===== src/rtl/synth_pkg.sv =====
// Shared synthesizer types and defaults.
// Used by the key lookup, the tone generator and the codec writer.
package synth_pkg;

   // Half-period counts coming from the key lookup are this wide.
   localparam int PERIOD_W = 32;

   localparam int SAMPLE_W_DEF = 24;
   localparam int ENV_DIV_DEF  = 1024;

   localparam logic [23:0] AMP_STEP_DEF = 24'h000400;
   localparam logic [23:0] AMP_MAX_DEF  = 24'h3FFFFF;

   typedef enum logic [1:0] {
      IDLE    = 2'd0,
      RUN     = 2'd1,
      RELEASE = 2'd2
   } state_t;

endpackage


===== src/rtl/envelope_ramp.sv =====
// Linear attack/release envelope: free-running step divider plus a
// saturating amplitude register.
// Ports:
//   i_clk, i_rst  clock, synchronous active-high reset
//   i_up          ramp up on each step tick (attack)
//   i_down        ramp down on each step tick (release)
//   i_clear       force amplitude to zero
//   o_amp         current amplitude, never above MAX
//   o_at_zero     a down step taken now would leave the amplitude at zero
//   o_tick        envelope step tick, one cycle in ENV_DIV
module envelope_ramp
   import synth_pkg::*;
#(
   parameter int           W       = SAMPLE_W_DEF,
   parameter int           ENV_DIV = ENV_DIV_DEF,
   parameter logic [W-1:0] STEP    = W'(AMP_STEP_DEF),
   parameter logic [W-1:0] MAX     = W'(AMP_MAX_DEF)
) (
   input  logic         i_clk,
   input  logic         i_rst,
   input  logic         i_up,
   input  logic         i_down,
   input  logic         i_clear,
   output logic [W-1:0] o_amp,
   output logic         o_at_zero,
   output logic         o_tick
);

   localparam int CW = (ENV_DIV > 1) ? $clog2(ENV_DIV) : 1;
   localparam logic [CW-1:0] LAST = CW'(ENV_DIV - 1);

   logic [CW-1:0] r_env_cnt;
   logic [W-1:0]  r_amp;

   // One bit wider so the attack add can never wrap past zero.
   logic [W:0]    w_sum;
   logic [W-1:0]  w_amp_up;
   logic [W-1:0]  w_amp_dn;

   assign w_sum    = {1'b0, r_amp} + {1'b0, STEP};
   assign w_amp_up = (w_sum > {1'b0, MAX}) ? MAX : w_sum[W-1:0];
   assign w_amp_dn = (r_amp > STEP) ? (r_amp - STEP) : '0;

   assign o_tick    = (r_env_cnt == LAST);
   assign o_at_zero = (w_amp_dn == '0);
   assign o_amp     = r_amp;

   always_ff @(posedge i_clk) begin
      if (i_rst) begin
         r_env_cnt <= '0;
         r_amp     <= '0;
      end else begin
         r_env_cnt <= o_tick ? '0 : r_env_cnt + CW'(1);
         if (i_clear)
            r_amp <= '0;
         else if (o_tick && i_up)
            r_amp <= w_amp_up;
         else if (o_tick && i_down)
            r_amp <= w_amp_dn;
      end
   end

endmodule


===== src/rtl/square_tone_generator.sv =====
// Square-wave tone with linear attack/release, fed by half-period counts.
// Ports:
//   clock, resetn   clock, synchronous active-high reset
//   half_period     half-period in cycles from the key lookup, 0 = no key
//   sample_req      codec ready for the next sample (level)
//   sample_out      signed sample, held between strobes
//   sample_valid    one-cycle strobe, sample_out is new
//   tone_active     high while a note sounds (RUN or RELEASE)
module square_tone_generator
   import synth_pkg::*;
#(
   parameter int                  SAMPLE_W = SAMPLE_W_DEF,
   parameter int                  ENV_DIV  = ENV_DIV_DEF,
   parameter logic [SAMPLE_W-1:0] AMP_STEP = SAMPLE_W'(AMP_STEP_DEF),
   parameter logic [SAMPLE_W-1:0] AMP_MAX  = SAMPLE_W'(AMP_MAX_DEF)
) (
   input  logic                clock,
   input  logic                resetn,
   input  logic [PERIOD_W-1:0] half_period,
   input  logic                sample_req,
   output logic [SAMPLE_W-1:0] sample_out,
   output logic                sample_valid,
   output logic                tone_active
);

   state_t              r_state;
   logic [PERIOD_W-1:0] r_cnt;
   logic [PERIOD_W-1:0] r_cur_period;
   logic                r_phase;
   logic [SAMPLE_W-1:0] r_sample_out;
   logic                r_sample_valid;
   logic                r_tone_active;

   logic [SAMPLE_W-1:0] w_amp;
   logic                w_at_zero;
   logic                w_tick;
   logic                w_up;
   logic                w_down;
   logic                w_clear;
   logic                w_hp_nz;
   logic                w_bnd;

   assign w_up    = (r_state == RUN);
   assign w_down  = (r_state == RELEASE);
   assign w_clear = (r_state == IDLE);
   assign w_hp_nz = |half_period;
   // Last cycle of the current half-cycle.
   assign w_bnd   = (r_cnt == r_cur_period - PERIOD_W'(1));

   envelope_ramp #(
      .W       (SAMPLE_W),
      .ENV_DIV (ENV_DIV),
      .STEP    (AMP_STEP),
      .MAX     (AMP_MAX)
   ) u_env (
      .i_clk     (clock),
      .i_rst     (resetn),
      .i_up      (w_up),
      .i_down    (w_down),
      .i_clear   (w_clear),
      .o_amp     (w_amp),
      .o_at_zero (w_at_zero),
      .o_tick    (w_tick)
   );

   always_ff @(posedge clock) begin
      if (resetn) begin
         r_state       <= IDLE;
         r_cnt         <= '0;
         r_cur_period  <= '0;
         r_phase       <= 1'b0;
         r_tone_active <= 1'b0;
      end else begin
         unique case (r_state)
            IDLE: begin
               r_cnt   <= '0;
               r_phase <= 1'b0;
               if (w_hp_nz) begin
                  r_cur_period  <= half_period;
                  r_state       <= RUN;
                  r_tone_active <= 1'b1;
               end
            end
            RUN: begin
               if (w_bnd) begin
                  r_cnt   <= '0;
                  r_phase <= ~r_phase;
                  // New period is only taken at a boundary.
                  if (w_hp_nz)
                     r_cur_period <= half_period;
                  else
                     r_state <= RELEASE;
               end else begin
                  r_cnt <= r_cnt + PERIOD_W'(1);
               end
            end
            RELEASE: begin
               // Retrigger beats the fall to IDLE in the same cycle.
               if (w_bnd && w_hp_nz) begin
                  r_cnt        <= '0;
                  r_phase      <= ~r_phase;
                  r_cur_period <= half_period;
                  r_state      <= RUN;
               end else if (w_tick && w_at_zero) begin
                  r_cnt         <= '0;
                  r_phase       <= 1'b0;
                  r_state       <= IDLE;
                  r_tone_active <= 1'b0;
               end else if (w_bnd) begin
                  r_cnt   <= '0;
                  r_phase <= ~r_phase;
               end else begin
                  r_cnt <= r_cnt + PERIOD_W'(1);
               end
            end
            default: begin
               r_state       <= IDLE;
               r_tone_active <= 1'b0;
            end
         endcase
      end
   end

   // A request is served only when no strobe is out, so a held
   // request yields one sample every other cycle.
   always_ff @(posedge clock) begin
      if (resetn) begin
         r_sample_out   <= '0;
         r_sample_valid <= 1'b0;
      end else if (sample_req && !r_sample_valid) begin
         r_sample_out   <= r_phase ? w_amp : (~w_amp + SAMPLE_W'(1));
         r_sample_valid <= 1'b1;
      end else begin
         r_sample_valid <= 1'b0;
      end
   end

   assign sample_out   = r_sample_out;
   assign sample_valid = r_sample_valid;
   assign tone_active  = r_tone_active;

endmodule


===== config.mk =====
export PLATFORM = sky130hd
export DESIGN_NAME = square_tone_generator
export DESIGN_NICKNAME = d
export VERILOG_FILES = /design/src/rtl/synth_pkg.sv /design/src/rtl/envelope_ramp.sv /design/src/rtl/square_tone_generator.sv
export SDC_FILE = /design/constraint.sdc
export NUM_CORES = 1
export LEC_CHECK = 0
export ABC_AREA = 0
export BUFFER_PORTS_ARGS = -buffer_cell sky130_fd_sc_hd__buf_2
export CELL_PAD_IN_SITES_DETAIL_PLACEMENT = 1
export CELL_PAD_IN_SITES_GLOBAL_PLACEMENT = 2
export CORE_MARGIN = 2
export CORE_UTILIZATION = 39
export CTS_CLUSTER_DIAMETER = 80
export DETAILED_ROUTE_END_ITERATION = 10
export MAX_ROUTING_LAYER = met4
export PLACE_DENSITY_LB_ADDON = 0.1
export SLEW_MARGIN = 20
export SYNTH_ARGS = -nofsm -noshare
export SYNTH_HDL_FRONTEND = slang
export SYNTH_SLANG_ARGS = --single-unit

===== constraint.sdc =====
create_clock -name clock -period 10.5 [get_ports clock]
set_input_delay 2.1 -clock clock [delete_from_list [all_inputs] [get_ports clock]]
set_output_delay 2.1 -clock clock [all_outputs]
set_load 0.01 [all_outputs]

==> results_dict.tcl <==
set metrics [dict create \
    status "finished, final reports clean" \
    synthesis.nets 1049 \
    post_cts_resized 0 \
    slew_headroom 0.322 \
    final_hold_viol_count 0 \
    syn_area_sq_um 7890 \
    period_share 0.393 \
    max_freq_ghz 0.242 \
    rrSetupSlack_ns 6.37 \
    vias_per_cell 5.68 \
    num_io_pins 61 \
    die_h_um 146 \
    drv_cap 0 \
    seq_area_sq_um 2540 \
    crit_start "u_env.o_amp[10]" \
    yosysMostFrequentCell "dfxtp_1" \
    powerDensity_nw_per_um2 198 \
    cts_sinks 127 \
    synth_area_per_cell_sq_um 7.90 \
    synth-xor-area-share 0.0821 \
    synthMuxAreaShare 0.0509 \
    cp_slowest_stage_delay_ns 0.54 \
    clockBufferDepth 2 \
    clk_pin_slew_ns 0.06 \
    post-route-drc-count 0 \
    drt-pass1-iter-count 4 \
    stdcell_area_sq_um 8890 \
    cts_htree_levels 4 \
    cp_top_family "simple AND/OR/NAND/NOR gates" \
    crit_required_ns 10.82 \
    synth_compound_area_frac 0.179 \
    synth_common_cells "dfxtp_1, nor2_1, nand2_1" \
    rows 52 \
    slew_violations 0 \
    die_area_sq_um 21400 \
    drt_wl_total_mm 23.1 \
    path_class "flip-flop to flip-flop" \
    worstMarginPinSlew_ns 1.01 \
    synth_area_leaders "dfxtp_1, nor2_1, mux2i_1" \
    fill_cells 2497 \
    ys_types 71 \
    first_iter_violations 292 \
    synth_fa_ha_area_frac 0.0238 \
    seq_area_frac_synth 0.322 \
    irDropWorstVdd_mv 0.102 \
    cp.buffers_inverters 2 \
    startpoint_type "flip-flop" \
    coreArea_sq_um 20000 \
    rsz0062_at_grt "no" \
    antenna_cells 0 \
    post_dp_cell_area_sq_um 8290 \
    synthFlopType "dfxtp_1" \
    clock_latency_ns 0.44 \
    async_reset_ff_frac 0 \
    cts_tree "built" \
    grt_usage 0.226 \
    end_kind "flip-flop" \
    crit_slowest_cell "or3b_2" \
    finalWeightedCongestion 0.816 \
    multi_input_area_sq_um 4960 \
    cts_inserted_buffers 17 \
    fp.dieW_um 146 \
    areaGrowthSynthToFinish_pct 12.6 \
    cts_setup_buffers 0 \
    cts-root-buf "clkbuf_16" \
    drtAntennaViolNets 0 \
    synthSimpleGateAreaFrac 0.291 \
    reg2reg_depth 12 \
    critical_path_cell_count 12 \
    p_leak_nw 3.55 \
    antenna_found_initial 0 \
    grt_pass1_wl_mm 38.1 \
    synth_top_family_by_area "simple AND/OR/NAND/NOR gates" \
    r2r_end "r_cnt[24]" \
    ys_warn_count 0 \
    io_buffers 60 \
    cp_cell_sequence "inv_1 > ha_1 > or3b_2 > or2_2 > xnor2_1 > or4_1 > nor4_1 > o21bai_1 > nand4_1 > buf_4 > o21ai_0 > a21o_1" \
    worstReg2RegStart "u_env.o_amp[10]" \
    fin_skew_ns 0.0153 \
    crit_end "r_cnt[24]" \
    grt_start_max_net_pins 75 \
    drive_above_1_share 0.119 \
    synth_seq_cells 127 \
    cts_hold_buffers 0 \
    place_hpwl_mm 16.4 \
    crit_fanout 47 \
    setup_viol 0 \
    finalCriticalPeriod_ns 4.13 \
    wire_per_inst_um 17.8 \
    fin_setup_tns_ns 0 \
    overflow 0 \
    synth-edff-count 0 \
    vias 7367 \
    synth_top_area_cell "dfxtp_1" \
    nets 1063 \
    cp.arrival_ns 4.46 \
    synth_top_area_frac 0.322 \
    initial_utilization 0.394 \
    min_path_type "flip-flop to flip-flop" \
    netlist_instances 999 \
    first_global_vias 7210 \
]
-- layer usage --
metal / wire length, um / share of wire / up-vias / track usage
met5: 0 / 0 / - / -
met4: 184 / 0.0080 / 0 / 0.0544
met3: 599 / 0.026 / 11 / 0.0378
met2: 11400 / 0.49 / 87 / 0.380
met1: 10900 / 0.47 / 3601 / 0.285
li1: - / - / 3668 / -
-- stage by stage --
| stage | total power, mW | hold WS (ns) | std cells | setup WS [ns] | utilization |
|---|---|---|---|---|---|
| 6_report | 1.76 | 0.460 | 1296 | 6.37 | 0.443 |
| 5_1_grt | 1.87 | 0.484 | 1296 | 5.94 | 0.443 |
| 4_1_cts | 1.78 | 0.467 | 1296 | 6.36 | 0.443 |
| 3_5_place_dp | 1.17 | 0.452 | 1264 | 6.13 | 0.414 |
| 3_3_place_gp | 1.16 | 0.441 | 1264 | 6.18 | 0.414 |
| 2_1_floorplan | 1.04 | 0.426 | 999 | 6.76 | - |
-- cell type report --
class | count | share of cell area
Clock buffer | 18 | 0.0494
Clock inverter | 14 | 0.0177
Inverter | 26 | 0.0110
Multi-Input combinational cell | 774 | 0.558
Sequential cell | 127 | 0.286
Tap cell | 270 | 0.0380
Timing Repair Buffer | 67 | 0.0397
-- report_power, final --
group / internal (mW) / switching (mW) / total (mW)
registers: 0.530 / 0.0793 / 0.609
logic: 0.233 / 0.314 / 0.547
clock network: 0.359 / 0.243 / 0.602
-- worst register-to-register path, cell delays in order (launching register included) --
cell and delay, ns:
dfxtp_1 0.46, inv_1 0.20, ha_1 0.27, or3b_2 0.54
or2_2 0.36, xnor2_1 0.13, or4_1 0.49, nor4_1 0.41
o21bai_1 0.23, nand4_1 0.13, buf_4 0.40, o21ai_0 0.18
a21o_1 0.22
-- flip-flops by register name, indices dropped and copies added, names as in the netlist --
| signal | cells |
|---|---|
| u_env.o_amp | 24 |
| r_state | 2 |
| r_cur_period | 32 |
| sample_valid | 1 |
| r_phase | 1 |
| tone_active | 1 |
| u_env.r_env_cnt | 10 |
| sample_out | 24 |
| r_cnt | 32 |
-- placed cells by master (no fill, tap or decap), types with 36 or more instances in the layout --
cell	count
o21ai_0	47
xnor2_1	39
nor2_1	111
dfxtp_1	127
nor3_1	39
buf_2	60
a21oi_1	45
nand2_1	69
mux2i_1	39
nor4_1	36
-- worst min-delay path by stage --
stage                       start                 end  cells after the start
2_1_floorplan  u_env.r_env_cnt[0]  u_env.r_env_cnt[0]                      1
3_3_place_gp   u_env.r_env_cnt[0]  u_env.r_env_cnt[0]                      1
3_5_place_dp   u_env.r_env_cnt[0]  u_env.r_env_cnt[0]                      1
4_1_cts        u_env.r_env_cnt[0]  u_env.r_env_cnt[0]                      1
5_1_grt        u_env.r_env_cnt[0]  u_env.r_env_cnt[0]                      1
6_report       u_env.r_env_cnt[0]  u_env.r_env_cnt[0]                      1
-- logic make-up (layout without fill, tap and decap cells) --
group / Yosys count / in the layout
compound gates: 215 / 215
xor+xnor: 74 / 74
fa+ha+maj: 15 / 15
buf+inv: 98 / 125
flops: 127 / 127
mux: 40 / 40
simple gates: 430 / 430
Power figures use the tool's default switching activity.
